--- src/rtl/buzzer_scheduler.sv ---
// ---------------------------------------------------------------------------
// buzzer_scheduler
//
// Serves up to three alarm channels by driving one buzzer at a time.
// Requests are latched into a pending vector. Whenever the block is idle and
// something is pending, a round-robin arbiter picks one channel. That channel
// buzzes for ON_LEN cycles, and a silent gap of GAP_LEN cycles follows before
// the next grant.
//
// Parameters
//   ON_LEN   : buzz duration in cycles (1..31)
//   GAP_LEN  : silent cycles after each buzz (1..31)
//
// Ports
//   clk      : system clock, rising edge
//   rst      : asynchronous active-high reset
//   req      : per-channel alarm request, level-sampled every cycle
//   mute     : combinationally forces buzz to zero; sequencing is untouched
//   flush    : synchronous clear of all pending requests
//   buzz     : one-hot buzzer drive (registered, gated by ~mute)
//   active   : 1 while a channel is being buzzed
//   grant_id : channel currently served, 2'd3 when not buzzing
//   pending  : latched requests not yet served
// ---------------------------------------------------------------------------
module buzzer_scheduler #(
    parameter int ON_LEN  = 31,
    parameter int GAP_LEN = 4
) (
    input  logic       clk,
    input  logic       rst,
    input  logic [2:0] req,
    input  logic       mute,
    input  logic       flush,
    output logic [2:0] buzz,
    output logic       active,
    output logic [1:0] grant_id,
    output logic [2:0] pending
);

    typedef enum logic [1:0] {
        S_IDLE = 2'd0,
        S_ON   = 2'd1,
        S_GAP  = 2'd2
    } state_t;

    localparam logic [4:0] ON_LEN_C  = 5'(ON_LEN);
    localparam logic [4:0] GAP_LEN_C = 5'(GAP_LEN);
    localparam logic [1:0] NO_GRANT  = 2'd3;

    state_t     state,    state_nxt;
    logic [4:0] cnt,      cnt_nxt;
    logic [1:0] last,     last_nxt;
    logic [2:0] pend_q,   pend_nxt;
    logic [2:0] onehot_q, onehot_nxt;
    logic       active_q, active_nxt;
    logic [1:0] gid_q,    gid_nxt;
    logic [1:0] pick;

    // Round-robin search starting one past the last granted channel.
    // Only the latched pending vector is considered. Same-cycle requests
    // wait one edge before they can be granted.
    function automatic logic [1:0] rr_pick(input logic [2:0] pend,
                                           input logic [1:0] prev);
        logic [1:0] sel;
        logic       found;
        sel   = 2'd0;
        found = 1'b0;
        for (int k = 1; k <= 3; k++) begin
            int idx;
            idx = (int'(prev) + k) % 3;
            if (!found && pend[idx]) begin
                sel   = 2'(idx);
                found = 1'b1;
            end
        end
        return sel;
    endfunction

    assign pick = rr_pick(pend_q, last);

    // Next-state logic. The registered outputs are computed from the
    // destination state, so active/grant_id/buzz change on the same edge as
    // the state does.
    always_comb begin
        // NOTE: every signal gets a default first so no path leaves it unassigned (no latches).
        state_nxt  = state;
        cnt_nxt    = cnt;
        last_nxt   = last;
        pend_nxt   = pend_q | req;
        onehot_nxt = onehot_q;
        active_nxt = active_q;
        gid_nxt    = gid_q;

        unique case (state)
            S_IDLE: begin
                if (pend_q != 3'b000) begin
                    state_nxt  = S_ON;
                    cnt_nxt    = 5'd1;
                    last_nxt   = pick;
                    onehot_nxt = 3'b001 << pick;
                    active_nxt = 1'b1;
                    gid_nxt    = pick;
                    // Clear the served channel. A request on the grant edge re-sets it.
                    pend_nxt   = (pend_q & ~(3'b001 << pick)) | req;
                end
            end
            S_ON: begin
                if (cnt == ON_LEN_C) begin
                    state_nxt  = S_GAP;
                    cnt_nxt    = 5'd1;
                    onehot_nxt = 3'b000;
                    active_nxt = 1'b0;
                    gid_nxt    = NO_GRANT;
                end else begin
                    cnt_nxt = cnt + 5'd1;
                end
            end
            S_GAP: begin
                if (cnt == GAP_LEN_C) begin
                    state_nxt = S_IDLE;
                    cnt_nxt   = 5'd0;
                end else begin
                    cnt_nxt = cnt + 5'd1;
                end
            end
            default: begin
                state_nxt  = S_IDLE;
                cnt_nxt    = 5'd0;
                onehot_nxt = 3'b000;
                active_nxt = 1'b0;
                gid_nxt    = NO_GRANT;
            end
        endcase

        // flush overrides any same-cycle set, but leaves ON/GAP running.
        if (flush) begin
            pend_nxt = 3'b000;
        end
    end

    // NOTE: sequential state uses non-blocking assignments so all registers update together.
    always_ff @(posedge clk or posedge rst) begin
        if (rst) begin
            state    <= S_IDLE;
            cnt      <= 5'd0;
            last     <= 2'd2;      // channel 0 is served first after reset
            pend_q   <= 3'b000;
            onehot_q <= 3'b000;
            active_q <= 1'b0;
            gid_q    <= NO_GRANT;
        end else begin
            state    <= state_nxt;
            cnt      <= cnt_nxt;
            last     <= last_nxt;
            pend_q   <= pend_nxt;
            onehot_q <= onehot_nxt;
            active_q <= active_nxt;
            gid_q    <= gid_nxt;
        end
    end

    assign buzz     = onehot_q & {3{~mute}};
    assign active   = active_q;
    assign grant_id = gid_q;
    assign pending  = pend_q;

endmodule

--- config.mk ---
export PLATFORM = sky130hd
export DESIGN_NAME = buzzer_scheduler
export DESIGN_NICKNAME = d
export VERILOG_FILES = /design/src/rtl/buzzer_scheduler.sv
export SDC_FILE = /design/constraint.sdc
export NUM_CORES = 1
export LEC_CHECK = 0
export ABC_CLOCK_PERIOD_IN_PS = 6300
export BUFFER_PORTS_ARGS = -buffer_cell sky130_fd_sc_hd__buf_4
export CORE_MARGIN = 1
export CORE_UTILIZATION = 59
export DETAILED_ROUTE_END_ITERATION = 10
export PLACE_DENSITY_LB_ADDON = 0.05
export SETUP_SLACK_MARGIN = 0.02
export SKIP_LAST_GASP = 1
export SYNTH_ARGS = -nofsm -noshare
export SYNTH_HDL_FRONTEND = slang
export SYNTH_SLANG_ARGS = --single-unit
--- constraint.sdc ---
create_clock -name clk -period 6.3 [get_ports clk]
set_clock_uncertainty 0.1 [all_clocks]
set_input_delay 0.315 -clock clk [delete_from_list [all_inputs] [get_ports clk]]
set_output_delay 0.315 -clock clk [all_outputs]
set_load 0.02 [all_outputs]
==> impl_metrics.csv, run 1 <==
group,metric,value,unit
clocking,clk_path_buf_depth,2,
final_layout,nets,150,
setup_path,path_buf_inv,0,
setup_path,reg2reg_setup_slack,4.17,ns
setup_path,worstPathRequired,6.36,ns
clocking,clk_pin_slew_worst_paths,0.10,ns
sta,worst_slack,4.17,ns
setup_path,crit_path_end_kind,"register",
outcome,outcome,"completed",
power_and_ir_drop,pwr_density_cell,445,mW/mm²
sta,maxSlewHeadroom,56.3,%
place,hpwl,1.62,mm
die,ios,16,
sta,fmax,468,MHz
synth,synth.largest_area_cell,"dfrtp_1",
clocking,post-cts-setup-buffer-count,0,
drt,drc_errors,0,
synth,synth_area_leaders,"dfrtp_1 (35%), dfstp_2 (7.4%), ha_1 (7.0%), nand2_1 (5.3%), inv_1 (4.2%)",
synth,synth_top_family_by_area,"simple AND/OR/NAND/NOR gates",
setup_path,cp_data_arrival_time,2.20,ns
clocking,clk_latency,0.29,ns
sta,fin_setup_tns,0,ns
die,die_y,44.6,µm
power_and_ir_drop,ir_drop,334,µV
clocking,cts_root_buf,"clkbuf_4",
synth,synth_top_flop_cell,"dfrtp_1",
clocking,h-tree-depth,1,
setup_path,slowest_delay,0.56,ns
final_layout,syn_to_final_growth,14.9,%
synth,yosys.area_share.simple,24.7,%
drt,drt_iter0_drc,16,
synth,synthArstFlopShare,100,%
die,coreArea,0.00171,mm²
final_layout,fin_util,72.2,%
synth,yosys_warnings,0,
sta,worst_pin_slew,0.654,ns
clocking,tritoncts,"built",
drt,num_vias,902,
global_routing,overflow,0,
synth,synthAdderAreaFrac,7.00,%
clocking,cts_resized,0,
global_routing,grt_max_degree,19,
global_routing,grt_first_pass_wirelength,3.35,mm
setup_path,critPathLaunchType,"register",
place,dp_slack,4.17,ns
final_layout,drive_gt1_share,19.1,%
setup_path,slowest_stage,"dfstp_2",
global_routing,first_global_vias,789,
synth,synthDominantCellAreaShare,35.0,%
setup_path,path_max_fanout,8,
final_layout,antennaDiodeCount,0,
global_routing,antenna_found_initial,0,
sta,final-hold-violation-count,0,
die,die_w,44.6,µm
drt,avgRoutedWirePerCell,12.6,µm
clocking,clock-sinks,18,
synth,postSynthCellCount,119,
synth,synth-compound-area-share,17.9,%
sta,drv_slew,0,
synth,synth_edf_count,0,
place,port_buffers,15,
setup_path,crit_chain,"ha_1 > and2_1 > o32ai_2 > nor2_1 > a211oi_1 > o31ai_1",
place,place_congestion,0.890,
drt,antenna_left,0,
die,rows,15,
synth,synth_xor_area_share,0,%
job,maxCapViolCount,0,
sta,fin_crit_sh,33.9,%
synth,synth_cell_types,38,
sta,rsz0062_at_grt,"false",
drt,viasPerCell,5.60,
global_routing,grt_usage,23.3,%
final_layout,fill_cells,130,
synth,syn-num-nets,132,
worst_hold_path,hp-class,"in -> async",
synth,synthTopCellsByCount,"dfrtp_1 (15), nand2_1 (15), inv_1 (12), o21ai_0 (8)",
die,start_util,62.8,%
synth,seq_area_frac_synth,42.4,%
setup_path,worstSetupPathType,"reg -> reg",
sta,min_period,2.13,ns
synth,syn_area,0.00107,mm²
power_and_ir_drop,power.leakage,0.000609,µW
drt,first_pass_iters,4,
synth,synth-seq-cells,18,
die,die_area,0.00199,mm²
drt,drt_wl_total,2.03,mm
synth,avgSynthCellArea,9.01,µm²
clocking,cts-buffers-inserted,3,
clocking,hold_buffers,0,
synth,synth_mux_area_share,2.92,%
sta,setup_viol,0,
setup_path,cp_top_family,"compound AO/OA/AOI/OAI gates",
## cell families (layout without fill, tap and decap cells)
group,Yosys count,after routing
compound gates,29,29
fa+ha+maj,6,6
buf+inv,14,31
flops,18,18
mux,3,3
simple gates,49,49
## path summary, 6_finish.rpt
path | from | end | cells after the start
max in group asynchronous | rst | onehot_q[1] | 2
setup / recovery | last[1] | pending[0] | 6
hold / removal | rst | cnt[3] | 2
min in group clk | flush | pending[0] | 2
setup reg to reg | last[1] | pending[0] | 6
hold reg to reg | grant_id[1] | grant_id[1] | 2
## placed cells by master (no fill, tap or decap), drive strengths merged
master,count
mux2i,2
nand2b,1
nor2b,6
a21o,1
a31oi,2
clkbuf,4
a21oi,7
a211oi,1
o32ai,1
and3,1
inv,12
nand3b,1
o22ai,1
nand4,2
nor3b,1
nor3,4
and2b,1
or2b,1
o21bai,1
o31ai,1
o21ai,8
buf,15
dfrtp,15
dfstp,3
o41ai,1
nand2,15
o21a,1
nand4b,1
nand3,1
nand4bb,1
ha,6
and2,3
or3,2
mux2,1
a22o,4
nor2,8
## worst reg2reg max path, stage by stage, from the launching register on
cell and delay, ns:
dfstp_2 0.56, ha_1 0.31, and2_1 0.20, o32ai_2 0.31, nor2_1 0.11, a211oi_1 0.33, o31ai_1 0.10
## state kept, by name, summed over array words and instances, names as in the netlist
register,count
cnt,5
onehot_q,3
pending,3
grant_id,2
last,2
state,2
active,1
## power breakdown
group | switching (µW) | leakage (µW) | internal, µW | total (µW)
logic | 155 | 0.000377 | 126 | 281
clock network | 32.6 | 0.0000150 | 24.6 | 57.2
registers | 42.3 | 0.000216 | 168 | 210
## stage by stage
step | total power (µW) | area (µm²) | hold slack [ns] | cells
after floorplan | 419 | 1070 | 0.151 | 119
after global placement | 482 | 1210 | 0.347 | 157
after detailed placement | 492 | 1210 | 0.347 | 157
after CTS | 550 | 1230 | 0.0260 | 161
after global routing | 598 | 1230 | 0.0581 | 161
final | 549 | 1230 | 0.00546 | 161
## cell type report
class	count	area, µm²	share of cell area [%]
Inverter	12	45.0	3.65
Multi-Input combinational cell	87	563	45.7
Timing Repair Buffer	15	113	9.14
Sequential cell	18	454	36.9
Tap cell	25	31.3	2.54
Clock buffer	4	26.3	2.13
## layer usage
layer  vias up  GRT usage (%)  share of wire, %
met2        30           36.2                44
met4         0           8.48               2.4
met1       419           32.2                49
met5         -              0                 0
met3         6           4.90               5.2
li1        447              -                 -
No activity file was read; power rests on OpenSTA's default activity.
==> run 2, diff against run 1 <==
--- a/config.mk
+++ b/config.mk
@@ -5,10 +5,10 @@
 export SDC_FILE = /design/constraint.sdc
 export NUM_CORES = 1
 export LEC_CHECK = 0
-export ABC_CLOCK_PERIOD_IN_PS = 6300
+export ABC_CLOCK_PERIOD_IN_PS = 2000
 export BUFFER_PORTS_ARGS = -buffer_cell sky130_fd_sc_hd__buf_4
 export CORE_MARGIN = 1
-export CORE_UTILIZATION = 59
+export CORE_UTILIZATION = 55
 export DETAILED_ROUTE_END_ITERATION = 10
 export PLACE_DENSITY_LB_ADDON = 0.05
 export SETUP_SLACK_MARGIN = 0.02
==> constraint.sdc (replaced) <==
create_clock -name clk -period 2 [get_ports clk]
set_clock_uncertainty 0.1 [all_clocks]
set_input_delay 0.1 -clock clk [delete_from_list [all_inputs] [get_ports clk]]
set_output_delay 0.1 -clock clk [all_outputs]
set_load 0.02 [all_outputs]
==> impl_metrics.csv, run 2 (synthesized netlist as in run 1, its figures left out) <==
group,metric,value,unit
outcome,outcome,"completed",
drt,avgRoutedWirePerCell,13.6,µm
final_layout,nets,165,
clocking,clk_path_buf_depth,2,
sta,min_period,1.99,ns
global_routing,grt_max_degree,19,
place,place_congestion,0.976,
setup_path,path_max_fanout,5,
drt,antenna_left,0,
final_layout,syn_to_final_growth,35.8,%
die,ios,16,
die,die_area,0.00213,mm²
place,dpl.cell_count,165,
global_routing,first_global_vias,857,
final_layout,drive_gt1_share,34.4,%
setup_path,crit_path_end_kind,"register",
clocking,clock-sinks,18,
die,start_util,60.1,%
sta,maxSlewHeadroom,56.6,%
power_and_ir_drop,pwr_density_cell,1440,mW/mm²
sta,fmax,503,MHz
sta,final-hold-violation-count,0,
drt,viasPerCell,5.49,
drt,first_pass_iters,4,
sta,worst_pin_slew,0.651,ns
place,hpwl,1.73,mm
sta,drv_slew,0,
clocking,clk_latency,0.29,ns
sta,rsz0062_at_grt,"true",
setup_path,cp_data_arrival_time,2.08,ns
global_routing,grt_usage,25.7,%
place,port_buffers,15,
clocking,clk_pin_slew_worst_paths,0.10,ns
drt,drt_wl_total,2.40,mm
drt,wl_met1,1.15,mm
drt,drc_errors,0,
sta,worst_slack,0.0134,ns
clocking,tritoncts,"built",
clocking,cts_root_buf,"clkbuf_4",
drt,wl_met3,91,µm
die,rows,15,
job,maxCapViolCount,0,
drt,num_vias,967,
setup_path,worstSetupPathType,"reg -> reg",
final_layout,final_cell_mix,"buf_4 (24), nand2_1 (14), dfrtp_1 (14)",
final_layout,antennaDiodeCount,0,
worst_hold_path,hp-class,"reg -> reg",
drt,top_layer,"met4",
final_layout,largest_reg_flops,5,
clocking,cts-buffers-inserted,3,
die,coreArea,0.00178,mm²
final_layout,final_common_cell,"buf_4",
die,die_y,46.2,µm
final_layout,fin_cells,176,
global_routing,overflow,0,
place,dp_slack,-0.121,ns
setup_path,worstPathRequired,2.09,ns
drt,met2_length,1.13,mm
clocking,h-tree-depth,1,
power_and_ir_drop,power.leakage,0.000697,µW
die,die_w,46.2,µm
drt,drt_iter0_drc,26,
final_layout,regMostFlops,"cnt",
power_and_ir_drop,ir_drop,1050,µV
setup_path,critPathLaunchType,"register",
setup_path,reg2reg_setup_slack,0.01,ns
sta,fin_crit_sh,99.3,%
global_routing,antenna_found_initial,0,
sta,setup_viol,0,
global_routing,grt_first_pass_wirelength,3.80,mm
[run 2: cell count changes in the layout (fill, tap and decap cells not counted), sizes merged]
cell,before,now
dlygate4sd3,0,5
buf,15,25
[run 2: layout make-up]
class | instances | area (µm²)
fill | 116 | 327
clock buffer | 4 | 36.3
multi-input combinational | 87 | 647
tap | 25 | 31.3
sequential | 18 | 455
inverter | 12 | 45.0
timing repair buffer | 30 | 241
[run 2: report_power, final]
group          leakage, µW  internal [µW]  switching [µW]  total [µW]
clock network    0.0000210            111             107         218
logic             0.000461            599             621        1220
registers         0.000215            531             134         666
[run 2: timing repair]
item	CTS	global route
endpoints found under the hold margin	18	0
pin swaps	10	9
hold buffers	5	0
buffers inserted	2	0
resized for setup	11	11
setup endpoints to repair	5	13
[run 2: final timing paths]
path,cells past startpoint,endpoint,start
worst max-delay path,6,pending[2],last[1]
worst min-delay path,2,grant_id[0],grant_id[0]
worst max register to register,6,pending[2],last[1]
worst min register to register,2,grant_id[0],grant_id[0]
max in group asynchronous,3,cnt[0],rst
min in group asynchronous,3,active,rst
[run 2: stage by stage]
| step | setup TNS, ns | utilization, % | instance area, µm² | power [µW] | hold slack [ns] |
|---|---|---|---|---|---|
| after floorplan | 0 | - | 1080 | 1330 | -0.0636 |
| after global placement | -0.0981 | 71.3 | 1270 | 1630 | 0.136 |
| after detailed placement | -0.298 | 71.3 | 1270 | 1670 | 0.139 |
| after CTS | -0.0245 | 80.1 | 1430 | 2030 | 0.365 |
| after global routing | -0.197 | 81.7 | 1460 | 2260 | 0.379 |
| final | 0 | 81.7 | 1460 | 2100 | 0.364 |
[run 2: worst max-delay path, stage by stage, from the launching register on]
cell,delay (ns)
dfstp_2,0.58
ha_4,0.18
mux2i_4,0.26
o32ai_4,0.13
o41ai_2,0.34
a21oi_1,0.12
o21a_1,0.18
[run 2: metal layers]
layer	up-vias	GRT usage, %
met5	-	0
met4	0	8.24
met3	4	5.10
met2	26	39.7
met1	457	35.8
li1	480	-
